### config.mk
export PLATFORM = sky130hd
export DESIGN_NAME = flash_ram_loader
export DESIGN_NICKNAME = d
export VERILOG_FILES = /design/src/rtl/flash_ram_loader_pkg.sv /design/src/rtl/flash_ram_loader_word_packer.sv /design/src/rtl/flash_ram_loader.sv
export SDC_FILE = /design/constraint.sdc
export NUM_CORES = 1
export LEC_CHECK = 0
export CORE_MARGIN = 2
export CORE_UTILIZATION = 25
export DETAILED_ROUTE_END_ITERATION = 8
export SLEW_MARGIN = 20
export SYNTH_ARGS = -nofsm -noshare
export SYNTH_HDL_FRONTEND = slang
export SYNTH_HIERARCHICAL = 1
export SYNTH_SLANG_ARGS = --single-unit
### constraint.sdc
create_clock -name clk_i -period 5.9 [get_ports clk_i]
set_input_delay 0.59 -clock clk_i [delete_from_list [all_inputs] [get_ports clk_i]]
set_output_delay 0.59 -clock clk_i [all_outputs]
set_load 0.01 [all_outputs]
### src/rtl/flash_ram_loader_pkg.sv
// Shared types and constants for the flash-to-SDRAM boot copy engine.
// Holds the region descriptor, the loader state encoding and the default
// region table built from the cartridge flash/RAM map constants.
package flash_ram_loader_pkg;

  // Width of every field in a region descriptor (byte addresses and sizes)
  localparam int REGION_ADDR_W       = 24;
  localparam int DEFAULT_NUM_REGIONS = 3;

  // One copy job: source flash byte address, destination RAM byte address, length in bytes
  typedef struct packed {
    logic [REGION_ADDR_W-1:0] flash_addr;
    logic [REGION_ADDR_W-1:0] ram_addr;
    logic [REGION_ADDR_W-1:0] size;
  } region_t;

  typedef enum logic [2:0] {
    ST_IDLE   = 3'd0,
    ST_SETUP  = 3'd1,
    ST_REQ    = 3'd2,
    ST_STREAM = 3'd3,
    ST_FLUSH  = 3'd4,
    ST_NEXT   = 3'd5,
    ST_DONE   = 3'd6
  } state_t;

  // Cartridge flash/RAM map: where each image lives in flash and where it runs from in SDRAM
  localparam logic [REGION_ADDR_W-1:0] NEXTOR_FLASH_ADDR  = 24'h10_0000;
  localparam logic [REGION_ADDR_W-1:0] NEXTOR_RAM_ADDR    = 24'h00_0000;
  localparam logic [REGION_ADDR_W-1:0] NEXTOR_SIZE        = 24'h02_0000;
  localparam logic [REGION_ADDR_W-1:0] FMBIOS_FLASH_ADDR  = 24'h12_0000;
  localparam logic [REGION_ADDR_W-1:0] FMBIOS_RAM_ADDR    = 24'h02_0000;
  localparam logic [REGION_ADDR_W-1:0] FMBIOS_SIZE        = 24'h00_4000;
  localparam logic [REGION_ADDR_W-1:0] MEGAROM_FLASH_ADDR = 24'h14_0000;
  localparam logic [REGION_ADDR_W-1:0] MEGAROM_RAM_ADDR   = 24'h10_0000;
  localparam logic [REGION_ADDR_W-1:0] MEGAROM_SIZE       = 24'h08_0000;

  // Builds a region descriptor; usable in parameter/localparam expressions
  function automatic region_t makeRegion(
    input logic [REGION_ADDR_W-1:0] flashAddr,
    input logic [REGION_ADDR_W-1:0] ramAddr,
    input logic [REGION_ADDR_W-1:0] byteCount
  );
    region_t r;
    r.flash_addr = flashAddr;
    r.ram_addr   = ramAddr;
    r.size       = byteCount;
    return r;
  endfunction

  // Index 0 is copied first: NEXTOR, then FM-BIOS, then MegaROM
  localparam region_t [DEFAULT_NUM_REGIONS-1:0] DEFAULT_TABLE = {
    makeRegion(MEGAROM_FLASH_ADDR, MEGAROM_RAM_ADDR, MEGAROM_SIZE),
    makeRegion(FMBIOS_FLASH_ADDR,  FMBIOS_RAM_ADDR,  FMBIOS_SIZE),
    makeRegion(NEXTOR_FLASH_ADDR,  NEXTOR_RAM_ADDR,  NEXTOR_SIZE)
  };

endpackage

### src/rtl/flash_ram_loader_word_packer.sv
// Packs the flash byte stream into 16-bit SDRAM word writes.
// Each byte lands in the lane picked by the RAM byte address bit 0; a write is
// raised when the odd lane fills or the region's last byte arrives. The write
// request, address, data and byte enables are held until the arbiter acks, and
// no new byte is taken while an unacknowledged write is outstanding.
module flash_ram_loader_word_packer
  import flash_ram_loader_pkg::*;
#(
  parameter int ADDR_W = REGION_ADDR_W
) (
  input  logic              clk_i,
  input  logic              rst_ni,
  input  logic              byte_xfer_i,
  input  logic [7:0]        byte_i,
  input  logic              lane_i,
  input  logic              last_i,
  input  logic [ADDR_W-2:0] word_addr_i,
  output logic              can_accept_o,
  output logic              pending_o,
  output logic              ram_req_o,
  input  logic              ram_ack_i,
  output logic [ADDR_W-2:0] ram_addr_o,
  output logic [15:0]       ram_din_o,
  output logic [1:0]        ram_be_o
);

  logic [15:0]       word_q,    word_d;
  logic [1:0]        be_q,      be_d;
  logic [ADDR_W-2:0] addr_q,    addr_d;
  logic              pending_q, pending_d;

  // A byte may enter in the same cycle the outstanding write is acknowledged
  assign can_accept_o = ~pending_q | ram_ack_i;
  assign pending_o    = pending_q;
  assign ram_req_o    = pending_q;
  assign ram_addr_o   = addr_q;
  assign ram_din_o    = word_q;
  assign ram_be_o     = be_q;

  // Next holding word: clear on ack so unused lanes read 0, then merge any incoming byte
  always_comb begin
    word_d    = word_q;
    be_d      = be_q;
    addr_d    = addr_q;
    pending_d = pending_q;
    if (pending_q && ram_ack_i) begin
      pending_d = 1'b0;
      word_d    = 16'h0000;
      be_d      = 2'b00;
    end
    if (byte_xfer_i) begin
      if (lane_i) begin
        word_d[15:8] = byte_i;
        be_d[1]      = 1'b1;
      end else begin
        word_d[7:0]  = byte_i;
        be_d[0]      = 1'b1;
      end
      addr_d = word_addr_i;
      if (lane_i || last_i) begin
        pending_d = 1'b1;
      end
    end
  end

  // Holding register and write-pending flag
  always_ff @(posedge clk_i or negedge rst_ni) begin
    if (!rst_ni) begin
      word_q    <= 16'h0000;
      be_q      <= 2'b00;
      addr_q    <= '0;
      pending_q <= 1'b0;
    end else begin
      word_q    <= word_d;
      be_q      <= be_d;
      addr_q    <= addr_d;
      pending_q <= pending_d;
    end
  end

endmodule

### src/rtl/flash_ram_loader.sv
// Boot-time copy engine: walks a table of flash regions and streams each one
// into SDRAM through the word packer, holding BUSY until every region is
// resident. Optional feature macro: LOADER_CHECKSUM_EN adds a 16-bit wrapping
// byte sum of the current region on checksum_o (tied to 0 when undefined).
module flash_ram_loader
  import flash_ram_loader_pkg::*;
#(
  parameter int                          NUM_REGIONS  = DEFAULT_NUM_REGIONS,
  parameter int                          ADDR_W       = REGION_ADDR_W,
  parameter region_t [NUM_REGIONS-1:0]   REGION_TABLE = DEFAULT_TABLE,
  parameter bit                          AUTO_START   = 1'b1
) (
  input  logic              clk_i,
  input  logic              rst_ni,
  input  logic              start_i,
  output logic              busy_o,
  output logic              done_o,
  output logic [2:0]        cur_region_o,
  output logic              flash_req_o,
  input  logic              flash_ack_i,
  output logic [ADDR_W-1:0] flash_addr_o,
  output logic [ADDR_W-1:0] flash_len_o,
  input  logic [7:0]        flash_dout_i,
  input  logic              flash_dout_valid_i,
  output logic              flash_dout_ready_o,
  output logic              ram_req_o,
  input  logic              ram_ack_i,
  output logic [ADDR_W-2:0] ram_addr_o,
  output logic [15:0]       ram_din_o,
  output logic [1:0]        ram_be_o,
  output logic [15:0]       checksum_o
);

  localparam logic [2:0] LAST_IDX = 3'(NUM_REGIONS - 1);

  state_t            state_q, state_d;
  logic [2:0]        idx_q;
  logic              autoStart_q;
  logic [ADDR_W-1:0] flashAddr_q;
  logic [ADDR_W-1:0] flashLen_q;
  logic [ADDR_W-1:0] ramPtr_q;
  logic [ADDR_W-1:0] remaining_q;

  region_t           curEntry;
  logic [ADDR_W-1:0] entrySize;
  logic              streamEn;
  logic              canAccept;
  logic              pending;
  logic              byteXfer;
  logic              lastByte;
  logic              startCopy;

  // Look up the table entry for the region currently selected
  always_comb begin
    curEntry = '0;
    for (int i = 0; i < NUM_REGIONS; i++) begin
      if (idx_q == 3'(i)) begin
        curEntry = REGION_TABLE[i];
      end
    end
  end

  assign entrySize          = ADDR_W'(curEntry.size);
  assign flash_dout_ready_o = streamEn & canAccept;
  assign byteXfer           = flash_dout_ready_o & flash_dout_valid_i;
  assign lastByte           = (remaining_q == ADDR_W'(1));
  assign startCopy          = start_i | autoStart_q;
  assign cur_region_o       = idx_q;
  assign flash_addr_o       = flashAddr_q;
  assign flash_len_o        = flashLen_q;

  // State register
  always_ff @(posedge clk_i or negedge rst_ni) begin
    if (!rst_ni) begin
      state_q <= ST_IDLE;
    end else begin
      state_q <= state_d;
    end
  end

  // Next-state: sequence each region through request, stream and final flush
  always_comb begin
    state_d = state_q;
    case (state_q)
      ST_IDLE:   if (startCopy)                state_d = ST_SETUP;
      ST_SETUP:  if (entrySize == '0)          state_d = ST_NEXT;
                 else                          state_d = ST_REQ;
      ST_REQ:    if (flash_ack_i)              state_d = ST_STREAM;
      ST_STREAM: if (byteXfer && lastByte)     state_d = ST_FLUSH;
      ST_FLUSH:  if (!pending || ram_ack_i)    state_d = ST_NEXT;
      ST_NEXT:   if (idx_q == LAST_IDX)        state_d = ST_DONE;
                 else                          state_d = ST_SETUP;
      ST_DONE:   if (start_i)                  state_d = ST_SETUP;
      default:                                 state_d = ST_IDLE;
    endcase
  end

  // Control outputs decoded from the current state
  always_comb begin
    busy_o      = 1'b0;
    done_o      = 1'b0;
    flash_req_o = 1'b0;
    streamEn    = 1'b0;
    case (state_q)
      ST_IDLE: ;
      ST_DONE:   done_o = 1'b1;
      ST_REQ: begin
        busy_o      = 1'b1;
        flash_req_o = 1'b1;
      end
      ST_STREAM: begin
        busy_o   = 1'b1;
        streamEn = 1'b1;
      end
      default:   busy_o = 1'b1;
    endcase
  end

  // Region pointers: load on SETUP, advance per accepted byte, step index on NEXT
  always_ff @(posedge clk_i or negedge rst_ni) begin
    if (!rst_ni) begin
      idx_q       <= 3'd0;
      autoStart_q <= AUTO_START;
      flashAddr_q <= '0;
      flashLen_q  <= '0;
      ramPtr_q    <= '0;
      remaining_q <= '0;
    end else begin
      if ((state_q == ST_IDLE || state_q == ST_DONE) && state_d == ST_SETUP) begin
        idx_q       <= 3'd0;
        autoStart_q <= 1'b0;
      end
      if (state_q == ST_SETUP) begin
        flashAddr_q <= ADDR_W'(curEntry.flash_addr);
        flashLen_q  <= entrySize;
        ramPtr_q    <= ADDR_W'(curEntry.ram_addr);
        remaining_q <= entrySize;
      end
      if (byteXfer) begin
        ramPtr_q    <= ramPtr_q + ADDR_W'(1);
        remaining_q <= remaining_q - ADDR_W'(1);
      end
      if (state_q == ST_NEXT && idx_q != LAST_IDX) begin
        idx_q <= idx_q + 3'd1;
      end
    end
  end

  flash_ram_loader_word_packer #(
    .ADDR_W (ADDR_W)
  ) u_packer (
    .clk_i        (clk_i),
    .rst_ni       (rst_ni),
    .byte_xfer_i  (byteXfer),
    .byte_i       (flash_dout_i),
    .lane_i       (ramPtr_q[0]),
    .last_i       (lastByte),
    .word_addr_i  (ramPtr_q[ADDR_W-1:1]),
    .can_accept_o (canAccept),
    .pending_o    (pending),
    .ram_req_o    (ram_req_o),
    .ram_ack_i    (ram_ack_i),
    .ram_addr_o   (ram_addr_o),
    .ram_din_o    (ram_din_o),
    .ram_be_o     (ram_be_o)
  );

`ifdef LOADER_CHECKSUM_EN
  logic [15:0] checksum_q;

  // Running byte sum of the region being copied, restarted for every region
  always_ff @(posedge clk_i or negedge rst_ni) begin
    if (!rst_ni) begin
      checksum_q <= 16'h0000;
    end else if (state_q == ST_SETUP) begin
      checksum_q <= 16'h0000;
    end else if (byteXfer) begin
      checksum_q <= checksum_q + {8'h00, flash_dout_i};
    end
  end

  assign checksum_o = checksum_q;
`else
  assign checksum_o = 16'h0000;
`endif

endmodule
Word level (Yosys, flattened, before mapping)
Index checks and enable logic that the tools add are counted. Widths: inputs -> output; s select.

Reduce and logical (&&, ||, !) cells: 14. Bitwise gates (word level): 5. Multiplexer cells: 32. $add $sub $neg: 3. Eq/ne operators: 11.

Operators with widths (number): $mux 69 (3); $mux 24 (4); $mux 16 (2); $mux 3 (9); $add 24x1->24 const B (1); $eq 24x1->1 const B (1); $logic_not 24->1 (1); $sub 24x1->24 const B (1); $pmux 3 s7 (1); $mux 8 (2); $eq 3x1->1 const B (3); $eq 3x2->1 const B (3); $eq 3x3->1 const B (3); $mux 1 (9); $logic_not 3->1 (2); $logic_and 1x1->1 (4); $mux 2 (2); $reduce_bool 2->1 (2); $add 3x1->3 const B (1); $logic_or 1x1->1 (3); $ne 3x2->1 const B (1); $and 1x1->1 (2); $or 1x1->1 (2); $reduce_or 2->1 (1); other kinds (2) (2).

Input bits: 14. Logic and storage cells: 76. Register bits: 145. Output and inout bits: 113.

Depth between registers and ports, before layout
Gate-level depths: netlist (run 1).

Depth in word-level cells: 11. Depth in mapped cells: 10. Depth with buffers taken out: 7.

By module
Netlist (run 1), hierarchy kept.

Modules (own cells, without submodules): flash_ram_loader (instances 1, sequential area each 1477.7 um2, cells an instance 388, area an instance 3552.2 um2); flash_ram_loader_word_packer (instances 1, sequential area each 1051.0 um2, cells an instance 106, area an instance 1666.6 um2).

Worst setup path after synthesis (run 1)
No wires, ideal clock.

Path type: in2reg. Start point: in ram_ack_i. End point: reg u_packer.word_q[10], in the netlist u_packer/ram_din_o[10]. Arrival time: 2.135 ns. Data required time: 5.779 ns. Setup slack: 3.644 ns. Path buffers: 4. Setup time: 0.121 ns. Cell stages on the path: 10. Cells stage by stage: nand2b_1 -> and2_1 -> nand2_1 -> clkbuf_1 -> inv_1 -> buf_2 -> buf_6 -> and2_4 -> buf_6 -> a22o_1.

Longest elaborated chain between the ends: 4. Elaborated cells on any way between the ends: 7. Classes of those cells: 3 x mux; 3 x bitwise; 1 x reduce/logical.

RTL lines: from (decl) (line flash_ram_loader.sv:27) `input logic ram_ack_i,`; $or 1x1->1 (line flash_ram_loader_word_packer.sv:33) `assign can_accept_o = ~pending_q | ram_ack_i;`; $and 1x1->1 (line flash_ram_loader.sv:64) `assign flash_dout_ready_o = streamEn & canAccept;`; $and 1x1->1 (line flash_ram_loader.sv:65) `assign byteXfer = flash_dout_ready_o & flash_dout_valid_i;`; named net byteXfer (line flash_ram_loader.sv:49) `logic byteXfer;`; $mux 16 (line flash_ram_loader_word_packer.sv:51) `if (byte_xfer_i) begin`; named net u_packer.word_d[10] (line flash_ram_loader_word_packer.sv:27) `logic [15:0] word_q, word_d;`; to (signal assigned) (line flash_ram_loader_word_packer.sv:74) `word_q <= word_d;`; to (decl) (line flash_ram_loader_word_packer.sv:27).

The timed path passes the listed nets, and every way through them passes these cells. A chain may end at the register's enable or synchronous reset.

Final worst setup path (run 1)
Start point: in ram_ack_i. End point: reg remaining_q[4].

Longest elaborated chain between the ends: 4. Elaborated cells on any way between the ends: 5. Classes of those cells: 1 x mux; 3 x bitwise; 1 x reduce/logical.

RTL lines: $or 1x1->1 * (line flash_ram_loader_word_packer.sv:33); named net canAccept (line flash_ram_loader.sv:47) `logic canAccept;`; $and 1x1->1 * (line flash_ram_loader.sv:64); $and 1x1->1 * (line flash_ram_loader.sv:65); $mux 24 / $reduce_bool 2->1 (equally long branches); to (signal assigned) (line flash_ram_loader.sv:137) `remaining_q <= entrySize;`; to (signal assigned) (line flash_ram_loader.sv:141) `remaining_q <= remaining_q - ADDR_W'(1);`; to (decl) (line flash_ram_loader.sv:42) `logic [ADDR_W-1:0] remaining_q;`.

Mark *: on every way through the listed nets, which the timed path passes. The rest lies on a longest branch.

==> results of run 1 <==
[metal layers]
layer	wire length (um)	part of all wire (%)	up-vias
met4	124	1.1	0
met5	0	0	-
met1	5560	50	1771
li1	-	-	1780
met3	636	5.7	14
met2	4900	44	107
[where the power goes]
part	switching [W]	internal, W	total [W]
Clock	0.000276	0.000291	0.000567
Combinational	0.000524	0.000487	0.00101
Sequential	0.000191	0.000864	0.00106
Total	0.000992	0.00164	0.00263
[cells by family after synthesis]
group                      Yosys count  share of synthesized area [%]
and+or+nand+nor                    153                           16.4
DFF                                101                           48.5
adders and majority gates            7                           1.68
muxes                               37                           7.70
other                                1                         0.0719
buffers and inverters               94                           11.9
xor gates and xnor gates             2                          0.336
AOI/OAI and AO/OA                   99                           13.4
[per-stage QoR]
stage	hold slack (ns)	std cells	util, %
6_report	0.179	825	30.3
5_1_grt	0.217	825	30.3
4_1_cts	0.202	825	30.3
2_1_floorplan	0.294	551	-
3_3_place_gp	0.453	809	28.9
3_5_place_dp	0.462	809	28.9
[how the worst max path moves through the flow]
stage | endpoint | slack [ns]
finish | remaining_q[4] | 2.47
global route | remaining_q[4] | 2.20
CTS | remaining_q[4] | 2.45
detailed placement | remaining_q[4] | 2.07
global placement | remaining_q[4] | 2.19
floorplan | u_packer/ram_din_o[10] | 3.64
[layout make-up]
| type | count | area (um2) |
|---|---|---|
| Clock buffer | 9 | 225 |
| Clock inverter | 7 | 57.6 |
| Fill cell | 2137 | 14200 |
| Inverter | 11 | 41.3 |
| Multi-Input combinational cell | 356 | 2280 |
| Sequential cell | 101 | 2530 |
| Tap cell | 270 | 338 |
| Timing Repair Buffer | 71 | 701 |
[flip-flops by register name, indices dropped and copies added, names as in the netlist]
signal / flops
u_packer/ram_be_o: 2
cur_region_o: 3
autoStart_q: 1
u_packer/pending_o: 1
u_packer/ram_addr_o: 23
u_packer/ram_din_o: 16
flash_addr_o: 2
ramPtr_q: 24
remaining_q: 24
flash_len_o: 2
state_q: 3
[placed cells by master (no fill, tap or decap), types with 12 or more instances in the layout]
cell type,netlist,routed
o211ai_1,14,14
conb_1,1,58
mux2i_1,12,12
nand2_1,41,41
nor2_1,17,17
mux2_2,25,25
clkdlybuf4s50_1,0,67
o31ai_1,12,12
o21ai_0,31,31
nand3_1,22,22
dfrtp_1,100,100
==> results.cfg, run 1 <==
[flow_run]
drv_cap = 0

[grt]
use_met2_pct = 15.3
first_global_vias = 3402
grt.busiest_layer = met2
grt_util_met1_pct = 14.9
grt_pass1_wl_um = 18400
grt_max_degree = 67
grt_antenna_before_repair = 0
met3_usage_pct = 3.07
grt_overflow = 0
grtUsageTotal_pct = 10.4

[critical_path]
startpoint = ram_ack_i
critPathMostFrequentCell = nand2_1
crit_path_cell_trace = clkdlybuf4s50_1 -> nand2b_1 -> and2_1 -> nand2_1 -> inv_1 -> buf_4 -> nand2_1 -> o311ai_0 -> o41ai_1
cp_max_fo = 31
crit_arrival_ns = 3.65
cp_num_cells = 9
critical_path_class = in2reg
r2r_cells = 7
worstPathRequired_ns = 6.13
r2r_slack_ns = 2.75
end_kind = register
cp_top_family = buffers and inverters
rr_endpoint = remaining_q[4]
cp_slowest_cell = inv_1
rr_startpoint = state_q[0]
critPathLaunchType = input port
path_buf_inv = 3
cpPeakStageDelay_ns = 0.62

[route]
vias = 3672
first_pass_iters = 6
first_iter_violations = 203
wirelength_um = 11200
remaining_drc_errors = 0
via_per_inst = 4.45
avgRoutedWirePerCell_um = 13.6
ant_nets = 0

[logic_synthesis]
ys_top_cells_by_area = dfrtp_1 (48%), buf_4 (8.8%), mux2_2 (5.4%)
syn-cell-area_um2 = 5220
synthDistinctLibCells = 56
yosys-top-cells-count = dfrtp_1 (100), buf_4 (61), nand2_1 (41)
synth_edf_count = 0
ys.flop_type = dfrtp_1
synth_cells = 494
ys_warn_count = 6
avgSynthCellArea_um2 = 10.6
synth-async-reset-ratio_pct = 100
synth_largest_area_cell = dfrtp_1
synthMostInstantiatedCell = dfrtp_1
ys_ff_latch = 101
seq_area_frac_synth_pct = 48.5
synth_top_area_share_pct = 48.0

[cells_and_area]
nNetsFinal = 571
area_growth_pct = 18.3
final_area_um2 = 6170
diodes = 0
drive_gt1_share_pct = 12.6

[timing]
finalHoldViolCount = 0
finalSetupViolations = 0
fin_ws_ns = 2.47
fmax_ghz = 0.292
setup_tns_ns = 0
slew_headroom_pct = 27.1
fin_crit_sh_pct = 58.1
worstMarginPinSlew_ns = 1.08
fin_skew_ns = 0.0118
rsz0062_at_grt = no
slew_violations = 0
period_minus_slack_ns = 3.43

[clock_network]
clk_path_buf_depth = 2
cts_setup_buffers = 0
numCtsBuffers = 9
insertion_delay_ns = 0.35
htreeDepth = 3
clkTransAtPathRegs_ns = 0.07
cts_root_buf = clkbuf_16
clock-sinks = 101
post_cts_resized = 0
hold_buffers = 0
cts_tree = done

[floorplan]
rows = 52
fp.dieH_um = 148
die_w_um = 148
start_util_pct = 25.6
ios = 127
core_area_um2 = 20400
dieArea_um2 = 22000

[run_status]
status = completed

[power]
ir_drop_mv = 0.227
p_leak_nw = 2.78
p_per_area_nw_per_um2 = 427
power_w = 0.00263

[worst_hold_path]
hold_path_class = in2async

[place]
pre_cts_ws_ns = 2.07
hpwl_um = 7900
place_area_um2 = 5890
io_buffers = 68
place.gp.congestion = 0.759
Power figures use the tool's default switching activity.
==> inputs of run 2 (changes only) <==
==> constraint.sdc (replaced) <==
create_clock -name clk_i -period 3 [get_ports clk_i]
set_input_delay 0.3 -clock clk_i [delete_from_list [all_inputs] [get_ports clk_i]]
set_output_delay 0.3 -clock clk_i [all_outputs]
set_load 0.01 [all_outputs]
==> run 2 against run 1 <==
Sequential cell count did not move. Worst setup slack got worse by 1.8 ns. Non-clock buffer count rose by 5. Sequential share of layout area fell by 0.61 points. Count of clock-buffer cells in the layout did not move. Critical endpoint is now state_q[1]. Largest cell class unchanged.
==> results.cfg, run 2 (synthesized netlist as in run 1, its figures left out) <==
[place]
place_area_um2 = 5940
io_buffers = 68
place.gp.congestion = 0.773
hpwl_um = 8020

[floorplan]
core_area_um2 = 20400
ios = 127
dieArea_um2 = 22000
start_util_pct = 25.6
rows = 52
fp.dieH_um = 148
die_w_um = 148

[timing]
fmax_ghz = 0.423
slew_headroom_pct = 59.5
fin_skew_ns = 0.0108
period_minus_slack_ns = 2.36
setup_tns_ns = 0
worstMarginPinSlew_ns = 0.607
fin_crit_sh_pct = 78.8
rsz0062_at_grt = no
slew_violations = 0
finalHoldViolCount = 0
finalSetupViolations = 0

[clock_network]
clk_path_buf_depth = 2
cts_tree = done
numCtsBuffers = 9
clkTransAtPathRegs_ns = 0.07
clock-sinks = 101
cts_root_buf = clkbuf_16
insertion_delay_ns = 0.35
htreeDepth = 3

[critical_path]
cpPeakStageDelay_ns = 0.55
crit_arrival_ns = 2.57
crit_path_cell_trace = or4_4 -> or3_1 -> or2_2 -> nor3_1 -> o221ai_1
critical_path_class = reg2reg
end_kind = register
critPathLaunchType = register
worstPathRequired_ns = 3.20
cp_slowest_cell = or4_4
cp_max_fo = 4

[cells_and_area]
layout_common_cells = dfrtp_1 (100), clkdlybuf4s50_1 (67), conb_1 (58)
drive_gt1_share_pct = 13.2
num-fill-cells = 2126
mostFrequentLayoutCell = dfrtp_1
nNetsFinal = 576
final_area_um2 = 6270
diodes = 0
area_growth_pct = 20.1
ff_latch_area_um2 = 2530
multi_input_area_um2 = 2280

[grt]
grt_antenna_before_repair = 0
grt_max_degree = 59
grtUsageTotal_pct = 10.6
grt_overflow = 0
grt_pass1_wl_um = 18700
first_global_vias = 3607

[route]
vias = 3682
avgRoutedWirePerCell_um = 13.6
first_iter_violations = 217
remaining_drc_errors = 0
via_per_inst = 4.44
wirelength_um = 11300
ant_nets = 0
first_pass_iters = 4

[flow_run]
drv_cap = 0

[power]
p_comb_share_pct = 39.0
swShare_pct = 36.8
p_leak_nw = 2.83
ir_drop_mv = 0.341
switching_power_w = 0.00196
power_frac_clock_pct = 22.8
p_per_area_nw_per_um2 = 850
internal_power_w = 0.00336
p_seq_share_pct = 38.2

[run_status]
status = completed

[worst_hold_path]
hold_path_class = reg2reg
run 2: area by class of cell:
cell class	instances	area share, %
flip-flops and latches	101	40.4
multi-input cells	356	36.4
repair buffers	76	12.2
well taps	270	5.39
clock buffers	9	3.59
clock inverters	7	1.38
inverters	11	0.659
run 2: power groups by stage:
stage | clock, W | sequential, W | combinational (W)
floorplan | 0 | 0.00203 | 0.00139
global placement | 0 | 0.00206 | 0.00206
detailed placement | 0 | 0.00206 | 0.00208
CTS | 0.00126 | 0.00204 | 0.00209
global route | 0.00131 | 0.00210 | 0.00230
finish | 0.00121 | 0.00203 | 0.00208
run 2: per-stage QoR:
stage	hold WS, ns	instances	worst slack (ns)	util, %	total power [W]
floorplan	0.00441	551	0.902	-	0.00341
global placement	0.344	813	0.399	29.2	0.00412
detailed placement	0.343	813	0.358	29.2	0.00414
CTS	0.481	830	0.652	30.8	0.00539
global route	0.498	830	0.472	30.8	0.00571
finish	0.475	830	0.637	30.8	0.00532
run 2: timing repair:
item / in CTS / in global routing
gates resized for setup: 0 / 0
endpoints found under the hold margin: 42 / 0
hold buffers: 1 / 0
setup buffers: 0 / 0
run 2: routing by layer:
metal | vias to the layer above | wire [um] | GRT usage, %
met2 | 88 | 5080 | 16.4
met5 | - | 0 | 0
met4 | 0 | 73 | 2.52
met1 | 1789 | 5570 | 14.4
li1 | 1797 | - | -
met3 | 8 | 569 | 3.25
run 2: critical path, delay by kind of cell (launching register included):
kind | cells | cell delay [ns]
and+or+nand+nor | 4 | 1.62
DFF | 1 | 0.42
AOI/OAI and AO/OA | 1 | 0.19
run 2: worst paths after layout:
| kind | from | end | slack (ns) | cells past startpoint |
|---|---|---|---|---|
| max | remaining_q[18] | state_q[1] | 0.64 | 5 |
| min | remaining_q[21] | remaining_q[21] | 0.48 | 1 |
| max reg2reg | remaining_q[18] | state_q[1] | 0.64 | 5 |
| min reg2reg | remaining_q[21] | remaining_q[21] | 0.48 | 1 |
| max in group asynchronous | rst_ni | u_packer/ram_addr_o[10] | 1.79 | 3 |
| min in group asynchronous | rst_ni | cur_region_o[2] | 0.49 | 2 |
==> inputs of run 3 (changes only) <==
==> constraint.sdc (replaced) <==
create_clock -name clk_i -period 2.14 [get_ports clk_i]
set_input_delay 0.214 -clock clk_i [delete_from_list [all_inputs] [get_ports clk_i]]
set_output_delay 0.214 -clock clk_i [all_outputs]
set_load 0.01 [all_outputs]
==> run 3 against run 2 <==
Clock power increased by 35%. Via count grew 2.9%. Maximum frequency grew 15%. Worst setup slack got worse by 0.56 ns. Sequential cell count unchanged. Sequential share of layout area is 1.9 points lower. Non-clock buffer count is 40 higher. Final area increased by 5.0%. Core utilization grew 1.5 points. Wire length increased by 2.7%. Die area unchanged. Largest power group unchanged. Highest routed layer unchanged.
==> results.cfg, run 3 (synthesized netlist as in run 1, its figures left out) <==
[place]
place_inst = 849
place_area_um2 = 6200
io_buffers = 68
place.gp.congestion = 0.808
hpwl_um = 8400

[timing]
fin_skew_ns = 0.00493
setup_tns_ns = 0
period_minus_slack_ns = 2.06
fin_crit_sh_pct = 96.4
finalSetupViolations = 0
slew_violations = 0
rsz0062_at_grt = yes
finalHoldViolCount = 0
fmax_ghz = 0.485
holdWs_ns = 0.323

[cells_and_area]
diodes = 0
layout_common_cells = dfrtp_1 (100), clkdlybuf4s50_1 (66), conb_1 (58)
mostFrequentLayoutCell = dfrtp_1
final_area_um2 = 6580
layoutNonFillerInstCount = 870
area_growth_pct = 26.0
nNetsFinal = 616
drive_gt1_share_pct = 19.7

[critical_path]
cp_slowest_cell = or4_4
path_buf_inv = 0
critPathLaunchType = register
end_kind = register
cpPeakStageDelay_ns = 0.57
startpoint = remaining_q[2]
worstPathRequired_ns = 2.37
critPathMostFrequentCell = or4_4
critical_path_class = reg2reg
cp_max_fo = 4
cp_top_family = simple AND/OR/NAND/NOR gates
crit_arrival_ns = 2.30
crit_path_cell_trace = or4_4 -> nor4_4 -> nand2_2 -> or4_4 -> mux2i_1
rr_startpoint = remaining_q[2]

[power]
p_comb_share_pct = 44.0
swShare_pct = 35.7
p_leak_nw = 3.03
internal_power_w = 0.00505
p_seq_share_pct = 35.3
p_per_area_nw_per_um2 = 1200
switching_power_w = 0.00281
ir_drop_mv = 0.464
power_frac_clock_pct = 20.7
power_w = 0.00786

[floorplan]
start_util_pct = 25.6
core_area_um2 = 20400
ios = 127
die_w_um = 148
rows = 52
dieArea_um2 = 22000
fp.dieH_um = 148

[clock_network]
clkTransAtPathRegs_ns = 0.07
clk_path_buf_depth = 2
insertion_delay_ns = 0.35
numCtsBuffers = 9
clock-sinks = 101
cts_root_buf = clkbuf_16
htreeDepth = 3
cts_tree = done

[route]
wirelength_um = 11600
remaining_drc_errors = 0
first_iter_violations = 145
vias = 3788
ant_nets = 0
via_per_inst = 4.35
avgRoutedWirePerCell_um = 13.3
first_pass_iters = 4

[grt]
first_global_vias = 3468
grt_pass1_wl_um = 18500
grt_antenna_before_repair = 0
grtUsageTotal_pct = 10.6
grt_max_degree = 45
grt_overflow = 0

[run_status]
status = completed

[flow_run]
drv_cap = 0

[worst_hold_path]
hold_path_class = in2async
[run 3: power by group through the flow]
stage | Sequential, W | Combinational [W] | Clock [W]
floorplan | 0.00284 | 0.00194 | 0
global placement | 0.00281 | 0.00328 | 0
detailed placement | 0.00280 | 0.00332 | 0
CTS | 0.00278 | 0.00340 | 0.00170
global route | 0.00285 | 0.00382 | 0.00178
finish | 0.00278 | 0.00346 | 0.00163
[run 3: path summary, 6_finish.rpt]
kind / endpoint / slack [ns] / cells past startpoint
min: ramPtr_q[17] / 0.32 / 2
min in group clk_i: remaining_q[13] / 0.48 / 1
max in group asynchronous: u_packer/ram_addr_o[5] / 1.20 / 3
max: remaining_q[21] / 0.08 / 5
max reg2reg: remaining_q[21] / 0.08 / 5
min reg2reg: remaining_q[13] / 0.48 / 1
[run 3: per-layer routing]
layer / track usage (%) / part of all wire (%) / vias up
met1: 15.2 / 49 / 1818
met4: 3.19 / 0.73 / 0
met3: 3.25 / 5.0 / 6
li1: - / - / 1865
met5: 0 / 0 / -
met2: 15.4 / 45 / 99
[run 3: worst register-to-register path: cells and delay by family (launching register included)]
kind             cells  cell delay, ns
and+or+nand+nor      4            1.43
DFF                  1            0.38
muxes                1            0.13
[run 3: timing repair]
| action | in CTS | in global routing |
|---|---|---|
| endpoints found under the hold margin | 24 | 0 |
| gates cloned | 0 | 0 |
| endpoints found under the setup margin | 3 | 14 |
| pin swaps | 1 | 7 |
| hold buffers | 1 | 0 |
| gates resized for setup | 4 | 9 |
| buffers inserted | 1 | 3 |
[run 3: final cells by class]
cell class / instances / area (um2)
fill: 2102 / 13800
sequential: 101 / 2530
multi-input combinational: 356 / 2320
timing repair buffer: 116 / 1060
tap: 270 / 338
clock buffer: 12 / 246
clock inverter: 4 / 47.5
inverter: 11 / 41.3
[run 3: stage by stage]
step / setup slack [ns] / utilization (%)
floorplan: 0.0418 / -
global placement: -0.0859 / 30.5
detailed placement: -0.134 / 30.5
CTS: 0.00656 / 32.1
global route: -0.00985 / 32.3
finish: 0.0762 / 32.3
